<file path="config.mk">
export PLATFORM = sky130hd
export DESIGN_NAME = ps2_mouse_painter
export DESIGN_NICKNAME = d
export VERILOG_FILES = /design/src/rtl/ps2_mouse_painter.sv
export SDC_FILE = /design/constraint.sdc
export NUM_CORES = 1
export LEC_CHECK = 0
export ABC_CLOCK_PERIOD_IN_PS = 5400
export CAP_MARGIN = 20
export CORE_ASPECT_RATIO = 0.9
export CORE_MARGIN = 2
export CORE_UTILIZATION = 40
export DETAILED_ROUTE_END_ITERATION = 12
export PLACE_DENSITY = 0.61
export SLEW_MARGIN = 15
export SYNTH_ARGS = -nofsm -noshare
export SYNTH_HDL_FRONTEND = slang
export SYNTH_SLANG_ARGS = --single-unit
</file>
<file path="constraint.sdc">
create_clock -name clk -period 5.4 [get_ports clk]
set_input_delay 1.35 -clock clk [delete_from_list [all_inputs] [get_ports clk]]
set_output_delay 1.35 -clock clk [all_outputs]
set_load 0.01 [all_outputs]
</file>
<file path="src/rtl/ps2_mouse_painter.sv">
// PS/2 mouse packet assembler with a saturating 6-bit cursor and palette painter for the 64x64 panel.
// Optional inter-byte resync timeout: define MOUSE_TIMEOUT_EN.
module ps2_mouse_painter #(
  parameter int SCALE_SHIFT    = 0,
  parameter int TIMEOUT_CYCLES = 50000
) (
  input  logic        clk,
  input  logic        rst,
  input  logic [7:0]  rx_byte,
  input  logic        rx_valid,
  output logic        mouse_data_valid,
  output logic [11:0] write_addr,
  output logic [11:0] write_data,
  output logic [5:0]  cursor_x,
  output logic [5:0]  cursor_y,
  output logic [11:0] color
);

  typedef enum logic [2:0] {WAIT_B0, WAIT_B1, WAIT_B2, UPDATE, WRITE} state_t;

  if (TIMEOUT_CYCLES < 1 || TIMEOUT_CYCLES > 65535) begin : g_bad_timeout
    $error("TIMEOUT_CYCLES must fit the 16-bit gap counter");
  end

  state_t      state_q, state_d;
  // byte0 fields kept: {y_ovf, x_ovf, y_sign, x_sign, right, left}
  logic [5:0]  b0_q, b0_d;
  logic [7:0]  dx_q, dx_d, dy_q, dy_d;
  logic [5:0]  x_q, x_d, y_q, y_d;
  logic [2:0]  cidx_q, cidx_d;
  logic        prev_right_q, prev_right_d;
  logic        mdv_q, mdv_d;
  logic [11:0] waddr_q, waddr_d, wdata_q, wdata_d;

  logic              sync_ok;
  logic              tmo_hit;
  logic signed [9:0] dx_s, dy_s, x_sum, y_sum;
  logic [5:0]        x_new, y_new;
  logic [2:0]        cidx_new;

  function automatic logic signed [9:0] delta(input logic sign, input logic [7:0] mag,
                                              input logic ovf);
    logic signed [9:0] ext;
    ext = {sign, sign, mag};
    if (ovf) return 10'sd0;
    return ext >>> SCALE_SHIFT;
  endfunction

  function automatic logic [5:0] sat6(input logic signed [9:0] v);
    if (v < 10'sd0)  return 6'd0;
    if (v > 10'sd63) return 6'd63;
    return v[5:0];
  endfunction

  function automatic logic [11:0] palette(input logic [2:0] idx);
    logic [11:0] c;
    case (idx)
      3'd0:    c = 12'hF00;
      3'd1:    c = 12'h0F0;
      3'd2:    c = 12'h00F;
      3'd3:    c = 12'hFF0;
      3'd4:    c = 12'h0FF;
      3'd5:    c = 12'hF0F;
      3'd6:    c = 12'hFFF;
      default: c = 12'h000;
    endcase
    return c;
  endfunction

  assign sync_ok  = rx_valid && rx_byte[3];
  assign dx_s     = delta(b0_q[2], dx_q, b0_q[4]);
  assign dy_s     = delta(b0_q[3], dy_q, b0_q[5]);
  // PS/2 +Y points up while panel row 0 is the top, hence the subtraction
  assign x_sum    = $signed({4'b0000, x_q}) + dx_s;
  assign y_sum    = $signed({4'b0000, y_q}) - dy_s;
  assign x_new    = sat6(x_sum);
  assign y_new    = sat6(y_sum);
  assign cidx_new = (b0_q[1] && !prev_right_q) ? cidx_q + 3'd1 : cidx_q;

`ifdef MOUSE_TIMEOUT_EN
  logic [15:0] tmo_q, tmo_d;

  assign tmo_hit = (tmo_q == 16'(TIMEOUT_CYCLES));

  // Counter runs only while parked mid-packet; any state change (accepted byte or resync) clears it
  always_comb begin
    tmo_d = '0;
    if ((state_q == WAIT_B1 || state_q == WAIT_B2) && state_d == state_q && !tmo_hit)
      tmo_d = tmo_q + 16'd1;
  end

  always_ff @(posedge clk) begin
    if (!rst) tmo_q <= '0;
    else      tmo_q <= tmo_d;
  end
`else
  assign tmo_hit = 1'b0;
`endif

  always_comb begin
    state_d      = state_q;
    b0_d         = b0_q;
    dx_d         = dx_q;
    dy_d         = dy_q;
    x_d          = x_q;
    y_d          = y_q;
    cidx_d       = cidx_q;
    prev_right_d = prev_right_q;
    mdv_d        = 1'b0;
    waddr_d      = waddr_q;
    wdata_d      = wdata_q;
    unique case (state_q)
      WAIT_B0: begin
        if (sync_ok) begin
          b0_d    = {rx_byte[7:4], rx_byte[1:0]};
          state_d = WAIT_B1;
        end
      end
      WAIT_B1, WAIT_B2: begin
        if (tmo_hit) begin
          // a byte landing on the timeout cycle is judged as a fresh byte0
          state_d = WAIT_B0;
          if (sync_ok) begin
            b0_d    = {rx_byte[7:4], rx_byte[1:0]};
            state_d = WAIT_B1;
          end
        end else if (rx_valid) begin
          if (state_q == WAIT_B1) begin
            dx_d    = rx_byte;
            state_d = WAIT_B2;
          end else begin
            dy_d    = rx_byte;
            state_d = UPDATE;
          end
        end
      end
      UPDATE: begin
        x_d          = x_new;
        y_d          = y_new;
        cidx_d       = cidx_new;
        prev_right_d = b0_q[1];
        mdv_d        = b0_q[0];
        if (b0_q[0]) begin
          waddr_d = {y_new, x_new};
          wdata_d = palette(cidx_new);
        end
        state_d = WRITE;
      end
      WRITE:   state_d = WAIT_B0;
      default: state_d = WAIT_B0;
    endcase
  end

  always_ff @(posedge clk) begin
    if (!rst) begin
      state_q      <= WAIT_B0;
      b0_q         <= '0;
      dx_q         <= '0;
      dy_q         <= '0;
      x_q          <= 6'd32;
      y_q          <= 6'd32;
      cidx_q       <= '0;
      prev_right_q <= 1'b0;
      mdv_q        <= 1'b0;
      waddr_q      <= '0;
      wdata_q      <= '0;
    end else begin
      state_q      <= state_d;
      b0_q         <= b0_d;
      dx_q         <= dx_d;
      dy_q         <= dy_d;
      x_q          <= x_d;
      y_q          <= y_d;
      cidx_q       <= cidx_d;
      prev_right_q <= prev_right_d;
      mdv_q        <= mdv_d;
      waddr_q      <= waddr_d;
      wdata_q      <= wdata_d;
    end
  end

  assign mouse_data_valid = mdv_q;
  assign write_addr       = waddr_q;
  assign write_data       = wdata_q;
  assign cursor_x         = x_q;
  assign cursor_y         = y_q;
  assign color            = palette(cidx_q);

endmodule

</file>
[After elaboration in Yosys (flattened, before gate mapping)]
Index checks and enable logic that the tools add are counted.
Word-level totals
  bits in registers: 66
  input bits: 11
  output and inout bits: 49
  logic and storage cells: 76
Cells by class
  add/sub/neg operators: 3
  order comparisons: 4
  eq/ne operators: 17
  mux-type cells: 27
  bitwise operators: 1
  reduce and logical (&&, ||, !) cells: 13
Operators by type and width (count)
  $pmux 12 s7: 2
  $mux 6: 8
  $mux 10: 4
  $gt 10x7->1 const B: 2
  $lt 10x1->1 const B: 2
  $eq 3x2->1 const B: 6
  $eq 3x3->1 const B: 6
  $add 7x10->10: 1
  $sub 7x10->10: 1
  $eq 3x1->1 const B: 3
  $logic_not 3->1: 3
  $mux 1: 9
  $mux 3: 3
  $pmux 3 s3: 1
  $reduce_and 2->1: 4
  $reduce_and 3->1: 2
  $ne 2x2->1 const B: 2
  $add 3x1->3 const B: 1
  $logic_and 1x1->1: 2
  $reduce_or 2->1: 1
  $logic_not 1->1: 1
  $not 1->1: 1

[Longest topological paths before layout]
  depth after elaboration: 8
  depth in mapped cells: 12
  mapped depth without buffers: 10

[Least setup slack after synthesis]
Ideal clock, no wire load.
  path type: reg2out
  start point: reg cidx_q[0]
  end point: out color[10]
  arrival: 1454 ps
  setup slack: 2596 ps
  stages on the path, launching flop included: 8
  buffers on the path: 1
  cell sequence: dfxtp_1 -> ha_1 -> ha_1 -> nand2_1 -> a21oi_1 -> nor3_1 -> nor2_1 -> buf_4
On the way
  word-level cells in the longest chain between the ends: 2
RTL lines
  start: declaration: RTL line 30  | logic [2:0] cidx_q, cidx_d;
  start signal: assignment: RTL line 174  | cidx_q <= cidx_d;
  $eq 3x3->1 (tied with other cells): RTL line 57  | case (idx)
  $pmux 12 s7 *: RTL line 57
  end: declaration: RTL line 16  | output logic [11:0] color
Mark *: on every way between the ends. The rest lies on a longest branch, timed or not.

[Worst setup path in the final report]
  start point: reg cidx_q[0]
  end point: out color[9]
Same word-level chain as after synthesis.

==> impl_metrics.yaml <==
status:
  status: "completed"
setup_path:
  critical_path_class: "flop to output port"
  crit_required_ns: 4.05
  cp-start-kind: "flop"
  end_kind: "output port"
  cp_max_fo: 7
  cp.arrival_ns: 2.23
route:
  drc: 0
  vias_per_cell: 5.17
  drt_first_pass_iters: 4
  vias: 2627
  drt_iter0_drc: 149
  wirelength_mm: 7.33
  postRouteAntennaNets: 0
  wl_per_cell_um: 14.4
floorplan:
  dieArea_um2: 8760
  die_h_um: 89.0
  ios: 60
  initial_core_util_pct: 41.9
  fp.dieW_um: 98.4
  rows: 30
  core_area_um2: 7660
sta:
  max_freq_ghz: 0.279
  worst_pin_slew_ns: 0.591
  rsz0062_at_grt: "no"
  slew_headroom_pct: 60.3
  finalCritPeriodShare_pct: 66.3
  finalWorstSetupSlack_ns: 1.82
  whs_ns: 0.444
  final.min_clock_period_ns: 3.58
  finalSetupViolations: 0
  slew_viol_final: 0
  finalClockSkew_ns: 0.00740
  hold_violations: 0
  tns_ns: 0
grt:
  grt_pass1_wl_mm: 12.0
  grt_remaining_overflow: 0
  grt_max_degree: 40
  grt_pass1_vias: 2431
  antenna_found_initial: 0
  grt_use_total_pct: 17.4
clocking:
  cts.clk_slew.worst_paths_ns: 0.06
  clkLatencyLatePin_ns: 0.34
  cts_buffer_depth: 2
  clock-root-buffer: "clkbuf_8"
  cts.sinks: 57
  cts_buffers: 9
  cts_setup_buffers: 0
  cts_tree: "yes"
  cts_hold_buffers: 0
  h-tree-depth: 3
  cts_resized: 0
finish:
  stdcell_count: 508
  nFillCells: 748
  final_common_cell: "clkdlybuf4s50_1"
  drive_above_1_share_pct: 5.34
  final_cell_mix: "clkdlybuf4s50_1 (59), dfxtp_1 (57), nand2_1 (44)"
  fin_nets: 438
  area_growth_pct: 23.3
  diodes: 0
synth:
  seq_area_frac_synth_pct: 35.5
  synth_area_um2: 3210
  synth_flop_cell: "dfxtp_1"
  syn_avg_cell_area_um2: 8.65
  yosys_warnings: 0
  ys_ff_latch: 57
  synth_edf_count: 0
  synth.distinct_cells: 52
  synthCells: 371
  synth-async-reset-ratio_pct: 0
  synth_fp_nets: 402
power_and_ir_drop:
  leakagePower_uw: 0.00152
  p_per_area_nw_per_um2: 242
  total_power_uw: 959
  vdd_ir_drop_max_uv: 157
worst_hold_path:
  hold_class: "flop to flop"
flow_run:
  max_cap_violations: 0
placed_design:
  place.port_buffers: 59
  place.gp.congestion: 0.816
  pre_cts_slack_ns: 2.17
  dp_cells: 492
  dpl.hpwl_mm: 5.55
==> registers in the layout, summed over array words and instances, names as in the netlist, 3 cells and up <==
name,cells
b0_q,6
cidx_q,3
cursor_x,6
cursor_y,6
dx_q,8
dy_q,8
state_q,3
write_addr,12
write_data,3
==> path summary, 6_finish.rpt <==
path                                            startpoint                         end  slack [ns]  cells past startpoint
worst max-delay path                cidx_q[0]$_SDFFE_PN0P_                    color[9]        1.82                      7
worst min-delay path            write_addr[3]$_SDFFE_PN0P_  write_addr[3]$_SDFFE_PN0P_        0.44                      2
worst max register to register        b0_q[4]$_SDFFE_PN0P_  write_addr[1]$_SDFFE_PN0P_        2.52                      9
worst min register to register  write_addr[3]$_SDFFE_PN0P_  write_addr[3]$_SDFFE_PN0P_        0.44                      2
==> cells by family (layout without fill, tap and decap cells) <==
kind of cell / Yosys count / count (layout) / synth area share, %
simple gates: 136 / 136 / 21.6
compound gates: 81 / 81 / 18.4
flops: 57 / 57 / 35.5
buf+inv: 49 / 90 / 7.95
fa+ha+maj: 20 / 20 / 8.26
mux: 17 / 17 / 5.30
xor+xnor: 11 / 11 / 3.00
==> through the flow <==
| stage | area, um^2 | util (%) |
|---|---|---|
| floorplan | 3210 | - |
| global placement | 3740 | 48.8 |
| detailed placement | 3740 | 48.8 |
| CTS | 3960 | 51.7 |
| global route | 3960 | 51.7 |
| finish | 3960 | 51.7 |
==> final cells by class <==
class	instances	area, um^2	share of cell area, %
clock buffers	14	163	4.11
clock inverters	2	60.1	1.52
inverters	13	48.8	1.23
multi-input cells	265	1820	46.0
flip-flops and latches	57	1140	28.8
well taps	96	120	3.03
repair buffers	61	606	15.3
==> synth_stat cells, drive strengths merged (13+ instances only) <==
library cell,count,area share [%]
a21boi,13,3.2
a21oi,14,2.2
buf,22,4.8
clkbuf,14,1.6
dfxtp,57,36
ha,18,7.0
inv,13,1.5
mux2i,17,5.3
nand2,44,5.1
nor2,20,2.3
nor2b,26,5.1
o21ai,16,2.5
==> critical path, stage by stage (launching register included) <==
cell	delay (ns)
dfxtp_1	0.47
ha_1	0.22
ha_1	0.17
nand2_1	0.05
a21oi_1	0.14
nor3_1	0.06
nor2_1	0.20
clkdlybuf4s50_1	0.58
==> layer usage <==
layer	vias up	wire (um)	track usage, %
met5	-	0	0
met4	0	46	4.11
met3	5	409	5.79
met2	70	3230	26.7
met1	1201	3640	23.9
li1	1351	-	-
==> report_power, final <==
group          total [uW]  leakage, uW  internal (uW)  switching [uW]
Clock                 449     0.000111            286             164
Sequential            434     0.000460            427            7.55
Combinational        75.6     0.000949           34.2            41.4
No activity file was read; power rests on OpenSTA's default activity.
